--- config.mk ---
export PLATFORM = sky130hd
export DESIGN_NAME = pipelined_barrel_shifter
export DESIGN_NICKNAME = d
export VERILOG_FILES = /design/src/rtl/pipelined_barrel_shifter_pkg.sv /design/src/rtl/pipelined_barrel_shifter_level.sv /design/src/rtl/pipelined_barrel_shifter.sv
export SDC_FILE = /design/constraint.sdc
export NUM_CORES = 1
export LEC_CHECK = 0
export ABC_CLOCK_PERIOD_IN_PS = 2100
export BUFFER_PORTS_ARGS = -buffer_cell sky130_fd_sc_hd__buf_2
export CAP_MARGIN = 20
export CORE_MARGIN = 2
export CORE_UTILIZATION = 40
export DETAILED_ROUTE_END_ITERATION = 8
export PLACE_DENSITY_LB_ADDON = 0.3
export SYNTH_ARGS = -nofsm -noshare
export SYNTH_HDL_FRONTEND = slang
export SYNTH_SLANG_ARGS = --single-unit
--- constraint.sdc ---
create_clock -name clk_i -period 2.1 [get_ports clk_i]
set_input_delay 0.21 -clock clk_i [delete_from_list [all_inputs] [get_ports clk_i]]
set_output_delay 0.21 -clock clk_i [all_outputs]
set_load 0.05 [all_outputs]
--- src/rtl/pipelined_barrel_shifter_pkg.sv ---
`default_nettype none
// ============================================================================
// Module   : shift_pkg
// Purpose  : Shared types and elaboration helpers for the pipelined barrel
//            shifter: the shift-operation encoding and the functions that
//            split the log2(XLEN) shift levels across the pipeline stages.
// Contents : shift_op_e    - 2-bit shift operation (SLL/SRL/SRA/ROR)
//            shamt_w()     - shift-amount width for a given operand width
//            stage_levels()- number of shift levels placed in a stage
//            stage_first() - index of the first shift level in a stage
// Revision : 1.0 - initial release
// ============================================================================
package shift_pkg;

    typedef enum logic [1:0] {
        SHIFT_SLL = 2'b00,
        SHIFT_SRL = 2'b01,
        SHIFT_SRA = 2'b10,
        SHIFT_ROR = 2'b11
    } shift_op_e;

    function automatic int shamt_w(input int xlen);
        return $clog2(xlen);
    endfunction

    // Levels are shared evenly; the first (shw % stages) stages take one extra.
    function automatic int stage_levels(input int shw, input int stages, input int s);
        return (shw / stages) + ((s < (shw % stages)) ? 1 : 0);
    endfunction

    function automatic int stage_first(input int shw, input int stages, input int s);
        return (s * (shw / stages)) + ((s < (shw % stages)) ? s : (shw % stages));
    endfunction

endpackage : shift_pkg
`default_nettype wire

--- src/rtl/pipelined_barrel_shifter_level.sv ---
`default_nettype none
// ============================================================================
// Module   : shifter_level
// Purpose  : One combinational level of the barrel shifter. When enabled it
//            shifts the operand by the fixed distance DIST using the fill
//            rule of the selected operation; otherwise it passes data through.
// Ports    : i_data [XLEN] operand in
//            i_op          shift operation
//            i_en          apply this level (shift-amount bit for DIST)
//            o_data [XLEN] operand out
// Revision : 1.0 - initial release
// ============================================================================
module shifter_level
    import shift_pkg::*;
#(
    parameter int XLEN = 32,
    parameter int DIST = 1
) (
    input  logic [XLEN-1:0] i_data,
    input  shift_op_e       i_op,
    input  logic            i_en,
    output logic [XLEN-1:0] o_data
);

    always_comb begin
        o_data = i_data;
        if (i_en) begin
            case (i_op)
                SHIFT_SLL: o_data = i_data << DIST;
                SHIFT_SRL: o_data = i_data >> DIST;
                SHIFT_SRA: o_data = $unsigned($signed(i_data) >>> DIST);
                SHIFT_ROR: o_data = {i_data[DIST-1:0], i_data[XLEN-1:DIST]};
                default:   o_data = i_data;
            endcase
        end
    end

endmodule : shifter_level
`default_nettype wire

--- src/rtl/pipelined_barrel_shifter.sv ---
`default_nettype none
// ============================================================================
// Module   : pipelined_barrel_shifter
// Purpose  : Log-depth SLL/SRL/SRA/ROR barrel shifter split over PIPE_STAGES
//            register stages with valid/ready handshake, global stall,
//            flush and a pass-through tag.
// Ports    : clk_i, rst_ni (sync, active low), flush_i
//            in_valid_i / in_ready_o, in_op_i, rs1_i, rs2_i, in_tag_i
//            out_valid_o / out_ready_i, rd_o, out_tag_o
// Revision : 1.0 - initial release
// ============================================================================
module pipelined_barrel_shifter
    import shift_pkg::*;
#(
    parameter int XLEN        = 32,
    parameter int PIPE_STAGES = 2,
    parameter int TAG_W       = 5
) (
    input  logic             clk_i,
    input  logic             rst_ni,
    input  logic             flush_i,
    input  logic             in_valid_i,
    output logic             in_ready_o,
    input  logic [1:0]       in_op_i,
    input  logic [XLEN-1:0]  rs1_i,
    input  logic [XLEN-1:0]  rs2_i,
    input  logic [TAG_W-1:0] in_tag_i,
    output logic             out_valid_o,
    input  logic             out_ready_i,
    output logic [XLEN-1:0]  rd_o,
    output logic [TAG_W-1:0] out_tag_o
);

    localparam int c_shw = shamt_w(XLEN);

    // Index s is the input of stage s; index PIPE_STAGES is the output bank.
    logic             w_stg_valid [0:PIPE_STAGES];
    logic [XLEN-1:0]  w_stg_data  [0:PIPE_STAGES];
    logic [TAG_W-1:0] w_stg_tag   [0:PIPE_STAGES];
    shift_op_e        w_stg_op    [0:PIPE_STAGES-1];
    logic [c_shw-1:0] w_stg_shamt [0:PIPE_STAGES-1];

    logic             w_advance;
    logic [XLEN-c_shw-1:0] w_unused_rs2;

    // Whole pipe moves together; it only stalls when the result is not taken.
    assign w_advance  = !out_valid_o || out_ready_i;
    assign in_ready_o = w_advance && rst_ni;

    // Upper shift-amount bits carry no meaning for an XLEN-bit shift.
    assign w_unused_rs2 = rs2_i[XLEN-1:c_shw];

    assign w_stg_valid[0] = in_valid_i && in_ready_o;
    assign w_stg_data[0]  = rs1_i;
    assign w_stg_tag[0]   = in_tag_i;
    assign w_stg_op[0]    = shift_op_e'(in_op_i);
    assign w_stg_shamt[0] = rs2_i[c_shw-1:0];

    assign out_valid_o = w_stg_valid[PIPE_STAGES];
    assign rd_o        = w_stg_data[PIPE_STAGES];
    assign out_tag_o   = w_stg_tag[PIPE_STAGES];

    for (genvar s = 0; s < PIPE_STAGES; s++) begin : g_stage
        localparam int c_first = stage_first(c_shw, PIPE_STAGES, s);
        localparam int c_nlvl  = stage_levels(c_shw, PIPE_STAGES, s);

        logic [XLEN-1:0]  w_chain [0:c_nlvl];
        logic             w_load;
        logic             r_valid_q, w_valid_d;
        logic [XLEN-1:0]  r_data_q,  w_data_d;
        logic [TAG_W-1:0] r_tag_q,   w_tag_d;

        assign w_chain[0] = w_stg_data[s];

        for (genvar j = 0; j < c_nlvl; j++) begin : g_level
            shifter_level #(
                .XLEN (XLEN),
                .DIST (1 << (c_first + j))
            ) u_level (
                .i_data (w_chain[j]),
                .i_op   (w_stg_op[s]),
                .i_en   (w_stg_shamt[s][c_first+j]),
                .o_data (w_chain[j+1])
            );
        end

        // Payload only moves when a real op enters the stage.
        assign w_load = w_advance && w_stg_valid[s];

        always_comb begin
            w_valid_d = r_valid_q;
            w_data_d  = r_data_q;
            w_tag_d   = r_tag_q;
            if (flush_i) begin
                w_valid_d = 1'b0;
            end else if (w_advance) begin
                w_valid_d = w_stg_valid[s];
            end
            if (w_load) begin
                w_data_d = w_chain[c_nlvl];
                w_tag_d  = w_stg_tag[s];
            end
        end

        always_ff @(posedge clk_i) begin
            if (!rst_ni) begin
                r_valid_q <= 1'b0;
                r_data_q  <= '0;
                r_tag_q   <= '0;
            end else begin
                r_valid_q <= w_valid_d;
                r_data_q  <= w_data_d;
                r_tag_q   <= w_tag_d;
            end
        end

        assign w_stg_valid[s+1] = r_valid_q;
        assign w_stg_data[s+1]  = r_data_q;
        assign w_stg_tag[s+1]   = r_tag_q;

        // Operation and shift amount are only needed by later stages.
        if (s < PIPE_STAGES - 1) begin : g_fwd
            shift_op_e        r_op_q,    w_op_d;
            logic [c_shw-1:0] r_shamt_q, w_shamt_d;

            always_comb begin
                w_op_d    = r_op_q;
                w_shamt_d = r_shamt_q;
                if (w_load) begin
                    w_op_d    = w_stg_op[s];
                    w_shamt_d = w_stg_shamt[s];
                end
            end

            always_ff @(posedge clk_i) begin
                if (!rst_ni) begin
                    r_op_q    <= SHIFT_SLL;
                    r_shamt_q <= '0;
                end else begin
                    r_op_q    <= w_op_d;
                    r_shamt_q <= w_shamt_d;
                end
            end

            assign w_stg_op[s+1]    = r_op_q;
            assign w_stg_shamt[s+1] = r_shamt_q;
        end
    end

endmodule : pipelined_barrel_shifter
`default_nettype wire

==> metrics <==
status=completed; Die W=135.6 um; TritonCTS buffer count=9; Post-Syn Area=6927 um^2; largest net degree at the start of global routing=67; diode count=0; HPWL Detailed=18,900 um; Mapped Cells=971; hold-critical path depth=3; Tcrit/Tclk final=90.09%; Final setup viols=0; FF-to-FF Start=g_stage[0].g_fwd.r_op_q[0]; gpl congestion=0.9892; grt total ovfl=0; Post-synth EDFFs=0; drt wl/cell=19.91 um; Worst setup SP type=flip-flop; initial antenna violation count=0; DIE HEIGHT=135.6 um; RSZ-0062 raised after global routing=no; synth top area cells=dfxtp_1 23%, nand2_1 7.7%, o21ai_0 6.6%, nor2_1 5.4%, a21oi_1 4.6%; Die ar.=18,380 um^2; crit path kind=flip-flop to flip-flop; Port Buffers=87; Hold Startpoint=rs2_i[3]; total power=4858 uW; number of distinct library cells after synthesis=78; core area=17,120 um^2; wire length of the first global-routing pass=39,550 um; Arr. time, crit path=2130 ps; Hold EP=g_stage[0].g_fwd.r_shamt_q[3]; Final Max Tran Viols=0; CTS Sinks=80; Critical Path RT=2340 ps; pwr/cell area=599.9 nW/um^2; ys flop type=dfxtp_1; DR iter-0 viols=815; Worst Clk Skew=13.26 ps; Synth top area share=23.12%; most frequent cell on the critical path=nor2_1; Area growth, synth to finish=16.91%; drc violations=0; Max-slew headroom=50.30%; Crit path depth=7; top-count cell post-synth=nand2_1; nature of the critical path endpoint=flip-flop; Global Route Usage Sum=27.56%; area leader, netlist=dfxtp_1; CP peak stage delay=370 ps; CP max FO=17; final setup margin=208.2 ps; # IOs=115; final hold vios=0; # rows=48; register area share after synthesis=23.12%; CTS tree=yes; total iterations of the first detailed-routing run=5; hold crit path type=input pin to flip-flop; CTS Buffer Depth=2; max-cap viol count=0; CTS Root Buffer Type=clkbuf_16; Net Count, Synth=1,047; vias=8,045; vias per cell=6.315; post-route ant nets=0; Post-Layout Cell Count=1,274; Reg2Reg Setup Slack=210 ps; worst vdd ir=0.4146 mV; Detailed Route WL=25,370 um; DP Cell Count=1,258; layout cells sized above 1=21.16%; R2R Path End=rd_o[14]; worst hold slack=93.41 ps; pre-CTS WS=162.5 ps; CTS H-tree lvls=3; min Tclk post-route=1892 ps; syn_area_per_cell=7.134 um^2; Max Freq=528.6 MHz; Initial Util=40.47%; nets@finish=1,120; slowest library cell on the worst path=dfxtp_1; flops & latches, synth=80; setup_tns=0 ps; Syn. warnings=0; worst slew pin tran=739.9 ps; Filler cells=1,768; register area=1603 um^2; clock-pin slew on the worst setup and hold paths=70 ps; share of flip-flops with an asynchronous set or reset=0%; critical path buffer and inverter count=2; critical-path cell list=buf_12, mux2_2, a221oi_1, nor2_1, a311oi_1, buf_4, nor2_1; static leakage=0.003193 uW; cell family with most CP delay=compound AO/OA/AOI/OAI gates; top cells by count, synth=143 x nand2_1, 100 x nor2_1, 91 x o21ai_0, 80 x dfxtp_1, 64 x a21oi_1; number of global-route vias before repair=7,006; clk_lat worst skew=360 ps; hold_buf cts=0; area occupied by multi-input gates=4751 um^2; FF-to-FF path depth=7
## per-layer routing
metal  part of all wire (%)  up-vias  global-route usage [%]
li1                       -     3785                       -
met1                     43     3741                   37.43
met2                     45      436                   42.26
met3                    9.1       83                   6.322
met4                    3.7        0                   10.82
met5                      0        -                       0
## power breakdown
| part | internal, uW | total (uW) | switching (uW) |
|---|---|---|---|
| logic | 559 | 1500 | 940 |
| clock network | 962 | 1620 | 660 |
| registers | 1610 | 1740 | 124 |
| total | 3130 | 4860 | 1720 |
## tightest hold or removal path, stage by stage
cell and delay [ps]:
buf_2 100, nand2_1 50, a21oi_1 50
## kinds of logic after synthesis
group,after synthesis,synth area share (%)
xor+xnor,1,0.1265
mux,35,6.358
compound gates,374,37.30
buf+inv,114,8.327
flops,80,23.12
simple gates,367,24.77
## registers in the layout (all words and copies together), names as in the netlist
register / flops
out_tag_o: 5
g_stage.r_data_q: 32
g_stage.r_valid_q: 1
g_stage.g_fwd.r_shamt_q: 2
rd_o: 32
g_stage.r_tag_q: 5
out_valid_o: 1
g_stage.g_fwd.r_op_q: 2
## through the flow
step                utilization [%]  instance area (um^2)
floorplan                         -                  6927
global placement              45.51                  7790
detailed placement            45.51                  7790
CTS                           47.30                  8095
global route                  47.31                  8098
finish                        47.31                  8098
## layout make-up
type	count	area share [%]
multi-input cells	777	58.67
well taps	225	3.477
inverters	13	0.6026
repair buffers	163	13.69
flip-flops and latches	80	19.79
clock inverters	5	0.7726
clock buffers	11	2.998
## how the worst max path moves through the flow
stage                               startpoint                       to
floorplan                          out_valid_o  g_stage[0].r_data_q[24]
global placement                      rs2_i[1]  g_stage[0].r_data_q[27]
detailed placement  g_stage[0].g_fwd.r_op_q[0]                 rd_o[27]
CTS                 g_stage[0].g_fwd.r_op_q[0]                 rd_o[27]
global route        g_stage[0].g_fwd.r_op_q[0]                  rd_o[9]
finish              g_stage[0].g_fwd.r_op_q[0]                 rd_o[14]
## layout by cell type, fill, tap and decap left out, drive strengths merged, types with 5 or more instances in the layout
master	netlist	final
buf	54	163
nand2	143	143
nor2	101	101
o21ai	99	99
dfxtp	80	80
a21oi	64	64
a31oi	38	38
a311oi	26	26
nand3	24	24
nor2b	19	19
a211oi	17	17
a221oi	16	16
mux2	16	16
inv	13	15
nand2b	14	14
mux2i	14	14
o211ai	14	14
a221o	13	13
nor3	13	13
or3b	13	13
clkbuf	47	11
and2	9	9
o221ai	9	9
a22o	8	8
and3	8	8
o22ai	7	7
a2bb2oi	6	6
o31ai	6	6
a211o	5	5
nand4	5	5
o21a	5	5
nor3b	5	5
mux4	5	5
## timing repair
item,in CTS,in global routing
resized for setup,0,1
setup buffers,0,0
endpoints found under the hold margin,0,0
setup endpoints to repair,0,1
(Power assumes the default switching activity.)
